<file path="config.mk">
export PLATFORM = sky130hd
export DESIGN_NAME = ams_pwm_gen
export DESIGN_NICKNAME = d
export VERILOG_FILES = /design/src/rtl/ams_pkg.sv /design/src/rtl/ams_pwm_gen.sv
export SDC_FILE = /design/constraint.sdc
export NUM_CORES = 1
export LEC_CHECK = 0
export BUFFER_PORTS_ARGS = -buffer_cell sky130_fd_sc_hd__buf_2
export CORE_MARGIN = 2
export CORE_UTILIZATION = 47
export CTS_CLUSTER_SIZE = 12
export DETAILED_ROUTE_END_ITERATION = 8
export PLACE_DENSITY = 0.75
export REMOVE_ABC_BUFFERS = 1
export SLEW_MARGIN = 0
export SYNTH_ARGS = -nofsm -noshare
export SYNTH_HDL_FRONTEND = slang
export SYNTH_SLANG_ARGS = --single-unit
export TNS_END_PERCENT = 20
</file>
<file path="constraint.sdc">
create_clock -name clk_i -period 3.5 [get_ports clk_i]
set_clock_uncertainty 0.05 [all_clocks]
set_input_delay 0.525 -clock clk_i [delete_from_list [all_inputs] [get_ports clk_i]]
set_output_delay 0.525 -clock clk_i [all_outputs]
set_load 0.02 [all_outputs]
</file>
<file path="src/rtl/ams_pkg.sv">
// Shared constants for the AMS PWM DAC channel and its configuration encoder.
// The configuration word holds the base duty and a per-period dither sequence.
package ams_pkg;

  localparam int unsigned CCW  = 24;
  localparam int unsigned CNTW = 8;
  localparam int unsigned SEQW = 16;

  localparam int unsigned DUTY_MSB = 23;
  localparam int unsigned DUTY_LSB = 16;
  localparam int unsigned SEQ_MSB  = 15;

endpackage

</file>
<file path="src/rtl/ams_pwm_gen.sv">
// Dithered PWM DAC channel: 16 periods of 256 cycles form one frame.
// Each period adds one dither bit to the base duty; configuration is shadowed per frame.
module ams_pwm_gen
  import ams_pkg::*;
#(
  parameter int unsigned CCW  = ams_pkg::CCW,
  parameter int unsigned CNTW = ams_pkg::CNTW,
  parameter int unsigned SEQW = ams_pkg::SEQW
) (
  input  logic           clk_i,
  input  logic           rstn_i,
  input  logic [CCW-1:0] cfg_i,
  output logic           pwm_o,
  output logic           frame_o,
  output logic [CCW-1:0] cfg_act_o
);

  localparam int unsigned IdxW = $clog2(SEQW);

  logic [CNTW-1:0] cnt_q, cnt_d;
  logic [IdxW-1:0] idx_q, idx_d;
  logic [CCW-1:0]  cfg_act_q, cfg_act_d;
  logic            pwm_q, pwm_d;
  logic            frame_q, frame_d;

  logic [CNTW-1:0] duty;
  logic [SEQW-1:0] seq;
  logic [CNTW:0]   thr;
  logic            cnt_wrap;
  logic            frame_end;

  always_comb begin
    duty      = cfg_act_q[DUTY_MSB:DUTY_LSB];
    seq       = cfg_act_q[SEQ_MSB -: SEQW];
    // 9-bit threshold so duty 255 plus a dither bit reaches 256 (constant high).
    thr       = {1'b0, duty} + {{CNTW{1'b0}}, seq[idx_q]};
    cnt_wrap  = (cnt_q == '1);
    frame_end = cnt_wrap && (idx_q == '1);

    cnt_d     = cnt_q + CNTW'(1);
    idx_d     = cnt_wrap ? idx_q + IdxW'(1) : idx_q;
    cfg_act_d = frame_end ? cfg_i : cfg_act_q;
    pwm_d     = ({1'b0, cnt_q} < thr);
    frame_d   = (cnt_q == '0) && (idx_q == '0);
  end

  always_ff @(posedge clk_i or negedge rstn_i) begin
    if (!rstn_i) begin
      cnt_q     <= '0;
      idx_q     <= '0;
      cfg_act_q <= '0;
      pwm_q     <= 1'b0;
      frame_q   <= 1'b0;
    end else begin
      cnt_q     <= cnt_d;
      idx_q     <= idx_d;
      cfg_act_q <= cfg_act_d;
      pwm_q     <= pwm_d;
      frame_q   <= frame_d;
    end
  end

  assign pwm_o     = pwm_q;
  assign frame_o   = frame_q;
  assign cfg_act_o = cfg_act_q;

endmodule
</file>
==> reports/summary.md, run 1 <==
- **result of the run** finished clean
- **power density normalized to cell area** 318 nW/um2
- **remaining global-route overflow** 0
- **Core Region** 4090 um2
- **cts bufs inserted** 5
- **maximum resistive drop on vdd** 0.244 mV
- **transition at the pin with the smallest max-transition slack** 0.812 ns
- **total track usage** 15.6%
- **launching element type of the critical path** register
- **worst rel slew slack** 45.9%
- **Synth Area in Adders** 8.60%
- **maximum number of buffers from clock root to sink** 2
- **sequential-to-total area share from yosys stat** 46.7%
- **Iteration-0 DRC Markers** 28
- **worst path arrival time** 3.34 ns
- **drt wl/cell** 14.3 um
- **largest family of logic cells by synthesized area** multiplexers
- **synthesized-area fraction occupied by and/or/nand/nor cells** 7.99%
- **die area** 4880 um2
- **number of hold-slack violations in the final timing report** 0
- **number of diodes** 0
- **total via count after detailed routing** 1289
- **average cell area after synthesis** 13.9 um2
- **endpoint of the lowest-slack register-to-register path** pwm_o
- **synthesized-area fraction occupied by xor and xnor cells** 6.45%
- **share of the synthesized area in the top cell type** 46.7%
- **hold bufs inserted after CTS** 0
- **leakage dissipation** 1.21 nW
- **classification of the worst-slack hold path** input port to asynchronous set/reset pin
- **fraction of synthesized area in multiplexers** 21.9%
- **cells taking the most area after synthesis** sky130_fd_sc_hd__dfrtp_1 47%, sky130_fd_sc_hd__mux2_4 15%, sky130_fd_sc_hd__ha_1 8.6%
- **crit share post-route** 91.2%
- **effective utilization at floorplan** 49.8%
- **clock network latency to the later pin of the worst-skew pair** 0.28 ns
- **FF-to-FF path depth** 14
- **type of the setup path with the least slack** register to register
- **via count of the first global-routing pass** 1287
- **clock sink count** 38
- **placed standard-cell area** 2300 um2
- **boundary pin count** 52
- **fin area** 2390 um2
- **synthesis-to-finish area growth** 17.5%
- **Post-Synthesis Cells** 147
- **time the worst path needs with I/O delays and setup** 3.19 ns
- **post-synth design cell area** 2040 um2
- **length of the first detailed-routing pass in iterations** 3
- **number of levels the H-tree was split into** 2
- **share of final-layout standard cells stronger than drive strength 1** 45.0%
- **setup repair after global routing missed its margin** false
- **fin nets** 241
- **clock tree from TritonCTS** done
- **highest achievable clock rate** 313 MHz
- **DR vias/cell** 5.12
- **Post-CTS Setup Bufs** 0
- **Filler cells** 346
- **final number of max-transition violations** 0
- **Max-Cap Viols** 0
- **post-synthesis compound-gate area fraction** 4.24%
- **Yosys Warn Count** 0
- **global-route wire length before repair** 6020 um
- **standard-cell rows** 23
- **pin count of the biggest net entering global routing** 39
- **clock-pin slew on the worst setup and hold paths** 0.07 ns
- **synthesized flop and latch total** 38
- **Total Neg Setup Slack** 0 ns
- **final setup violating endpoints** 0
- **number of antenna violations at the first check in global routing** 0
- **CP Max Fanout** 3
- **leading area contributor after synthesis** sky130_fd_sc_hd__dfrtp_1
- **worst reg2reg path startpoint** idx_q[0]
- **number of nets with antenna violations after detailed routing** 0
- **Die Span Y** 69.8 um
- **Port Buffer Count** 51
- **reg-to-reg setup timing slack** 0.31 ns
- **placed wire-length estimate** 2690 um
- **final estimated routing congestion in global placement** 0.730
- **Die Width** 69.8 um
- **drt total wl** 3610 um
- **DRC Markers** 0
- **CP endpoint kind** register
- **distinct cell type count of the synthesized netlist** 33
- **worst endpoint required time** 3.65 ns
- **cell at the root of the clock tree** sky130_fd_sc_hd__clkbuf_8
-- layout by cell type, fill, tap and decap left out --
cell,count
sky130_fd_sc_hd__buf_2,51
sky130_fd_sc_hd__dfrtp_1,38
sky130_fd_sc_hd__mux2_4,20
sky130_fd_sc_hd__ha_1,14
sky130_fd_sc_hd__xnor2_1,10
sky130_fd_sc_hd__nand2_1,8
sky130_fd_sc_hd__clkbuf_8,6
sky130_fd_sc_hd__inv_1,5
sky130_fd_sc_hd__xor2_1,5
sky130_fd_sc_hd__nand3_1,5
sky130_fd_sc_hd__o21ai_0,5
sky130_fd_sc_hd__nor2_1,4
sky130_fd_sc_hd__mux4_2,4
sky130_fd_sc_hd__mux2_2,4
sky130_fd_sc_hd__a211oi_1,3
sky130_fd_sc_hd__nand4_1,2
sky130_fd_sc_hd__nand3_2,1
sky130_fd_sc_hd__nor3_1,1
sky130_fd_sc_hd__nor4b_1,1
sky130_fd_sc_hd__nor4_1,1
sky130_fd_sc_hd__and4b_1,1
sky130_fd_sc_hd__mux2i_1,1
sky130_fd_sc_hd__nor2b_1,1
sky130_fd_sc_hd__a21oi_1,1
sky130_fd_sc_hd__nand2b_1,1
sky130_fd_sc_hd__a21o_1,1
sky130_fd_sc_hd__o2bb2ai_1,1
sky130_fd_sc_hd__a2111oi_2,1
sky130_fd_sc_hd__a311oi_1,1
sky130_fd_sc_hd__nor3_4,1
sky130_fd_sc_hd__and4_4,1
sky130_fd_sc_hd__clkbuf_1,1
sky130_fd_sc_hd__clkinv_2,1
sky130_fd_sc_hd__buf_4,1
-- flip-flops by register name, indices dropped and copies added, names as in the netlist --
| register | cells |
|---|---|
| cfg_act_o | 24 |
| cnt_q | 8 |
| frame_o | 1 |
| idx_q | 4 |
| pwm_o | 1 |
-- worst max-delay path: stages, from the launching register on --
cell                        delay, ns
sky130_fd_sc_hd__dfrtp_1         0.41
sky130_fd_sc_hd__mux4_2          0.50
sky130_fd_sc_hd__nor2b_1         0.14
sky130_fd_sc_hd__a211oi_1        0.21
sky130_fd_sc_hd__a21oi_1         0.09
sky130_fd_sc_hd__ha_1            0.19
sky130_fd_sc_hd__ha_1            0.22
sky130_fd_sc_hd__nand2_1         0.08
sky130_fd_sc_hd__nor2_1          0.06
sky130_fd_sc_hd__xnor2_1         0.12
sky130_fd_sc_hd__ha_1            0.30
sky130_fd_sc_hd__a21o_1          0.19
sky130_fd_sc_hd__a2111oi_2       0.37
sky130_fd_sc_hd__a311oi_1        0.10
sky130_fd_sc_hd__o21ai_0         0.10
-- cell type report --
class                           instances  area (um2)  share of cell area, %
Clock buffer                            7        86.3                   3.61
Multi-Input combinational cell         99        1010                   42.1
Sequential cell                        38         951                   39.7
Tap cell                               50        62.6                   2.61
Clock inverter                          1        5.00                  0.209
Inverter                                5        18.8                  0.784
Timing Repair Buffer                   52         263                   11.0
-- per-stage QoR --
stage          worst slack [ns]  std cells  hold WS [ns]  power, mW  utilization, %
2_1_floorplan             0.372        142         0.179      0.448               -
3_3_place_gp              0.395        244         0.466      0.469            56.2
3_5_place_dp              0.245        244         0.467      0.470            56.2
4_1_cts                   0.208        252         0.306      0.771            58.4
5_1_grt                  0.0510        252         0.352      0.790            58.6
6_report                  0.309        252         0.280      0.761            58.6
-- worst max path at each step --
| stage | startpoint | end | slack [ns] | cells past startpoint |
|---|---|---|---|---|
| final | idx_q[0] | pwm_o | 0.31 | 14 |
| after global routing | idx_q[0] | pwm_o | 0.05 | 14 |
| after CTS | idx_q[0] | pwm_o | 0.21 | 14 |
| after detailed placement | idx_q[0] | pwm_o | 0.24 | 14 |
| after global placement | idx_q[0] | pwm_o | 0.40 | 14 |
| after floorplan | idx_q[0] | pwm_o | 0.37 | 14 |
-- synthesized netlist by cell type, drive strengths merged --
cell / instances
and4b: 1
xor2: 5
nor4b: 1
dfrtp: 38
nand2: 8
and4: 1
buf: 4
ha: 14
xnor2: 10
mux2: 24
mux2i: 1
inv: 5
nor3: 2
nand3: 6
a2111oi: 1
nand4: 2
a211oi: 3
clkbuf: 1
o21ai: 5
a311oi: 1
a21oi: 1
nor4: 1
nor2: 4
nand2b: 1
a21o: 1
mux4: 4
nor2b: 1
o2bb2ai: 1
-- power by group --
| group | leakage (nW) | switching (mW) | internal, mW |
|---|---|---|---|
| Clock | 0.0482 | 0.141 | 0.159 |
| Sequential | 0.517 | 0 | 0.439 |
| Combinational | 0.643 | 0.0114 | 0.0101 |
| Total | 1.21 | 0.153 | 0.608 |
-- logic make-up after synthesis --
group / after synthesis
DFF: 38
adders and majority gates: 14
buffers and inverters: 10
and+or+nand+nor: 28
muxes: 29
AOI/OAI and AO/OA: 13
xor gates and xnor gates: 15
-- per-layer routing --
metal,track usage (%),share of wire (%),vias up
met5,0,0,-
met3,4.65,5.9,4
met2,25.3,47,41
met1,20.8,46,610
met4,3.21,0.83,0
li1,-,-,634
-- timing repair --
item	CTS	global route
setup endpoints to repair	0	1
hold endpoints to repair	0	0
resized for setup	0	2
(Power assumes the default switching activity.)
==> run 2, diff against run 1 <==
ABC_AREA = 1   (was default)
BUFFER_PORTS_ARGS = default   (was -buffer_cell sky130_fd_sc_hd__buf_2)
CORE_UTILIZATION = 57   (was 47)
DONT_BUFFER_PORTS = 1   (was default)
==> run 2 against run 1 <==
Critical path type unchanged; largest cell class is now registers; clock power is essentially flat; via count rose by 22%; final cell count is 27% higher.
==> reports/summary.md, run 2 <==
- **total track usage** 20.4%, +4.9 points
- **classification of the worst-slack hold path** input port to asynchronous set/reset pin
- **Core Region** 3660 um2, -10%
- **sequential-to-total area share from yosys stat** 44.0%, -2.7 points
- **Iteration-0 DRC Markers** 46, +64%
- **transition at the pin with the smallest max-transition slack** 0.950 ns, +0.138 ns
- **clock tree from TritonCTS** done
- **remaining global-route overflow** 0, unchanged
- **share of the synthesized area in the top cell type** 44.0%, -2.7 points
- **Post-Synthesis Cells** 271, +84%
- **worst rel slew slack** 36.3%, -9.5 points
- **placed wire-length estimate** 2820 um, +4.7%
- **standard-cell rows** 22, -4.3%
- **Most common cell on crit path** sky130_fd_sc_hd__nand2_1
- **synthesis-to-finish area growth** 5.38%
- **most frequent cell after synthesis** sky130_fd_sc_hd__nand2_1
- **Largest register FFs** 24, unchanged
- **drt wl/cell** 12.0 um, -16%
- **Max-Cap Viols** 0, unchanged
- **maximum number of buffers from clock root to sink** 2, unchanged
- **Register Area** 951 um2, unchanged
- **number of levels the H-tree was split into** 2, unchanged
- **drt total wl** 3870 um, +7.2%
- **total via count after detailed routing** 1575, +22%
- **distinct cell type count of the synthesized netlist** 26, -21%
- **Filler cells** 315, -9.0%
- **post-synth design cell area** 2160 um2, +6.1%
- **DRC Markers** 0, unchanged
- **number of synthesized flops with an enable pin** 0, unchanged
- **largest family of logic cells by synthesized area** simple AND/OR/NAND/NOR gates
- **slowest CP cell** sky130_fd_sc_hd__dfrtp_1
- **crit share post-route** 85.7%, -5.5 points
- **worst path arrival time** 3.14 ns, -0.20 ns
- **Post-CTS Setup Bufs** 0, unchanged
- **number of hold-slack violations in the final timing report** 0, unchanged
- **DR vias/cell** 4.91, -4.1%
- **highest achievable clock rate** 333 MHz, +6.4%
- **power after layout** 0.758 mW, -0.39%
- **leakage dissipation** 1.34 nW, +11%
- **Port Buffer Count** 0, -100%
- **placed standard-cell area** 2170 um2, -5.7%
- **leading area contributor after synthesis** sky130_fd_sc_hd__dfrtp_1
- **final setup violating endpoints** 0, unchanged
- **share of final-layout standard cells stronger than drive strength 1** 6.23%, -39 points
- **length of the first detailed-routing pass in iterations** 4, +1
- **Yosys Warn Count** 0, unchanged
- **footprint of the multi-input gates** 941 um2, -6.6%
- **fin area** 2280 um2, -4.9%
- **maximum resistive drop on vdd** 0.286 mV, +18%
- **launching element type of the critical path** register
- **number of diodes** 0, unchanged
- **commonest cells after routing, fill and taps aside** 69 x sky130_fd_sc_hd__nand2_1, 56 x sky130_fd_sc_hd__inv_1, 38 x sky130_fd_sc_hd__dfrtp_1, 20 x sky130_fd_sc_hd__nand3_1, 16 x sky130_fd_sc_hd__o21ai_1
- **setup repair after global routing missed its margin** false
- **clock sink count** 38, unchanged
- **Synth Area in Adders** 8.11%, -0.49 points
- **cell at the root of the clock tree** sky130_fd_sc_hd__clkbuf_8
- **clock-pin slew on the worst setup and hold paths** 0.07 ns, about the same
- **fin nets** 312, +29%
- **fraction of synthesized area in multiplexers** 0%, -22 points
- **CP Max Fanout** 12, +9
- **Die Width** 65.6 um, -6.1%
- **via count of the first global-routing pass** 1523, +18%
- **average cell area after synthesis** 7.97 um2, -42%
- **global-route wire length before repair** 6560 um, +8.9%
- **synthesized-area fraction occupied by xor and xnor cells** 5.27%, -1.2 points
- **time the worst path needs with I/O delays and setup** 3.00 ns, -0.191 ns
- **most common cell after layout, fill and taps aside** sky130_fd_sc_hd__nand2_1
- **post-synthesis compound-gate area fraction** 7.64%, +3.4 points
- **boundary pin count** 52, unchanged
- **most used standard cells in the synthesized netlist** 69 x sky130_fd_sc_hd__nand2_1, 56 x sky130_fd_sc_hd__inv_1, 38 x sky130_fd_sc_hd__dfrtp_1, 20 x sky130_fd_sc_hd__nand3_1, 16 x sky130_fd_sc_hd__o21ai_1
- **die area** 4300 um2, -12%
- **Die Span Y** 65.6 um, -6.1%
- **final number of max-transition violations** 0, unchanged
- **synthesized-area fraction occupied by and/or/nand/nor cells** 22.5%, +15 points
- **pin count of the biggest net entering global routing** 49, +26%
- **worst endpoint required time** 3.64 ns, about the same
- **ys flop type** sky130_fd_sc_hd__dfrtp_1
- **cells taking the most area after synthesis** sky130_fd_sc_hd__dfrtp_1 44%, sky130_fd_sc_hd__nand2_1 12%, sky130_fd_sc_hd__inv_1 9.7%
- **effective utilization at floorplan** 59.0%, +9.2 points
- **clock network latency to the later pin of the worst-skew pair** 0.29 ns, about the same
- **cts bufs inserted** 5, unchanged
- **result of the run** finished clean
- **type of the setup path with the least slack** register to register
- **final estimated routing congestion in global placement** 0.831, +14%
- **number of buffers and inverters on the critical path** 2, +2
- **Critical Path, Cell by Cell** clkinv_1 > nand2_1 > nand3_1 > nand2_1 > nand2_1 > nand2_1 > inv_1 > nand2_1 > ha_1 > ha_1 > nand2_1 > nor2_1 > nand3_1 > xor2_1 > ha_1 > nand2_1 > nand3b_1 > nor2_1 > nor2_1
- **Largest delay share family, worst path** simple AND/OR/NAND/NOR gates
- **power density normalized to cell area** 333 nW/um2, +4.7%
- **CP endpoint kind** register
- **Total Neg Setup Slack** 0 ns, unchanged
- **synthesized flop and latch total** 38, unchanged
- **number of nets with antenna violations after detailed routing** 0, unchanged
- **number of antenna violations at the first check in global routing** 0, unchanged
- **ys async rst share** 100%, unchanged
- **maximum cell stage delay along the critical path** 0.55 ns, +0.05 ns
run 2: cell count changes in the layout (fill, tap and decap cells not counted), sizes merged, moves of 3 or more:
cell and change:
buf -51, nor2 +10, nand3 +14, mux2 -24, a211oi -3, xnor2 -7
nand3b +3, nand2 +62, xor2 +5, o21ai +21, mux4 -4, inv +51
a21oi +3
run 2: final cells by class:
class	count	share of cell area, %
clock inverters	1	0.220
multi-input cells	169	41.3
flip-flops and latches	38	41.8
clock buffers	7	3.79
well taps	48	2.64
inverters	57	9.40
repair buffers	1	0.879
run 2: timing repair:
action                    CTS  global route
hold buffers                1             0
resized for setup           0             0
hold endpoints to repair   38             0
run 2: per-stage QoR:
stage	hold WS, ns	std cells	worst slack (ns)	util, %
global route	0.0164	321	0.0913	62.2
detailed placement	0.180	312	0.539	59.2
finish	0.0153	321	0.500	62.2
CTS	0.0133	321	0.502	62.2
global placement	0.180	312	0.628	59.2
floorplan	0.179	264	0.810	-
run 2: worst paths after layout:
kind / start / end / slack, ns / cells past startpoint
setup / recovery: idx_q[0] / pwm_o / 0.50 / 19
setup reg to reg: idx_q[0] / pwm_o / 0.50 / 19
hold reg to reg: cnt_q[0] / cnt_q[0] / 0.46 / 1
hold / removal: rstn_i / cfg_act_o[18] / 0.02 / 1
min in group clk_i: cfg_i[18] / cfg_act_o[18] / 0.31 / 2
max in group asynchronous: rstn_i / cfg_act_o[7] / 3.19 / 1
run 2: logic make-up (layout without fill, tap and decap cells):
kind of cell | count (synthesis) | after routing
AND/OR/NAND/NOR | 112 | 112
buffers and inverters | 64 | 66
flip-flops | 38 | 38
AO/OA/AOI/OAI | 30 | 30
adder cells (fa/ha/maj) | 14 | 14
XOR/XNOR | 13 | 13
run 2: per-layer routing:
metal / GRT usage, % / vias up / share of wire [%] / routed length, um
li1: - / 829 / - / -
met1: 23.4 / 701 / 44 / 1700
met2: 34.6 / 39 / 49 / 1910
met3: 8.05 / 6 / 5.2 / 203
met4: 7.55 / 0 / 1.4 / 54
met5: 0 / - / 0 / 0
run 2: power by group:
| group | switching, mW | internal (mW) |
|---|---|---|
| Sequential | 0 | 0.439 |
| Clock | 0.144 | 0.159 |
| Combinational | 0.0117 | 0.00464 |
| Total | 0.155 | 0.602 |
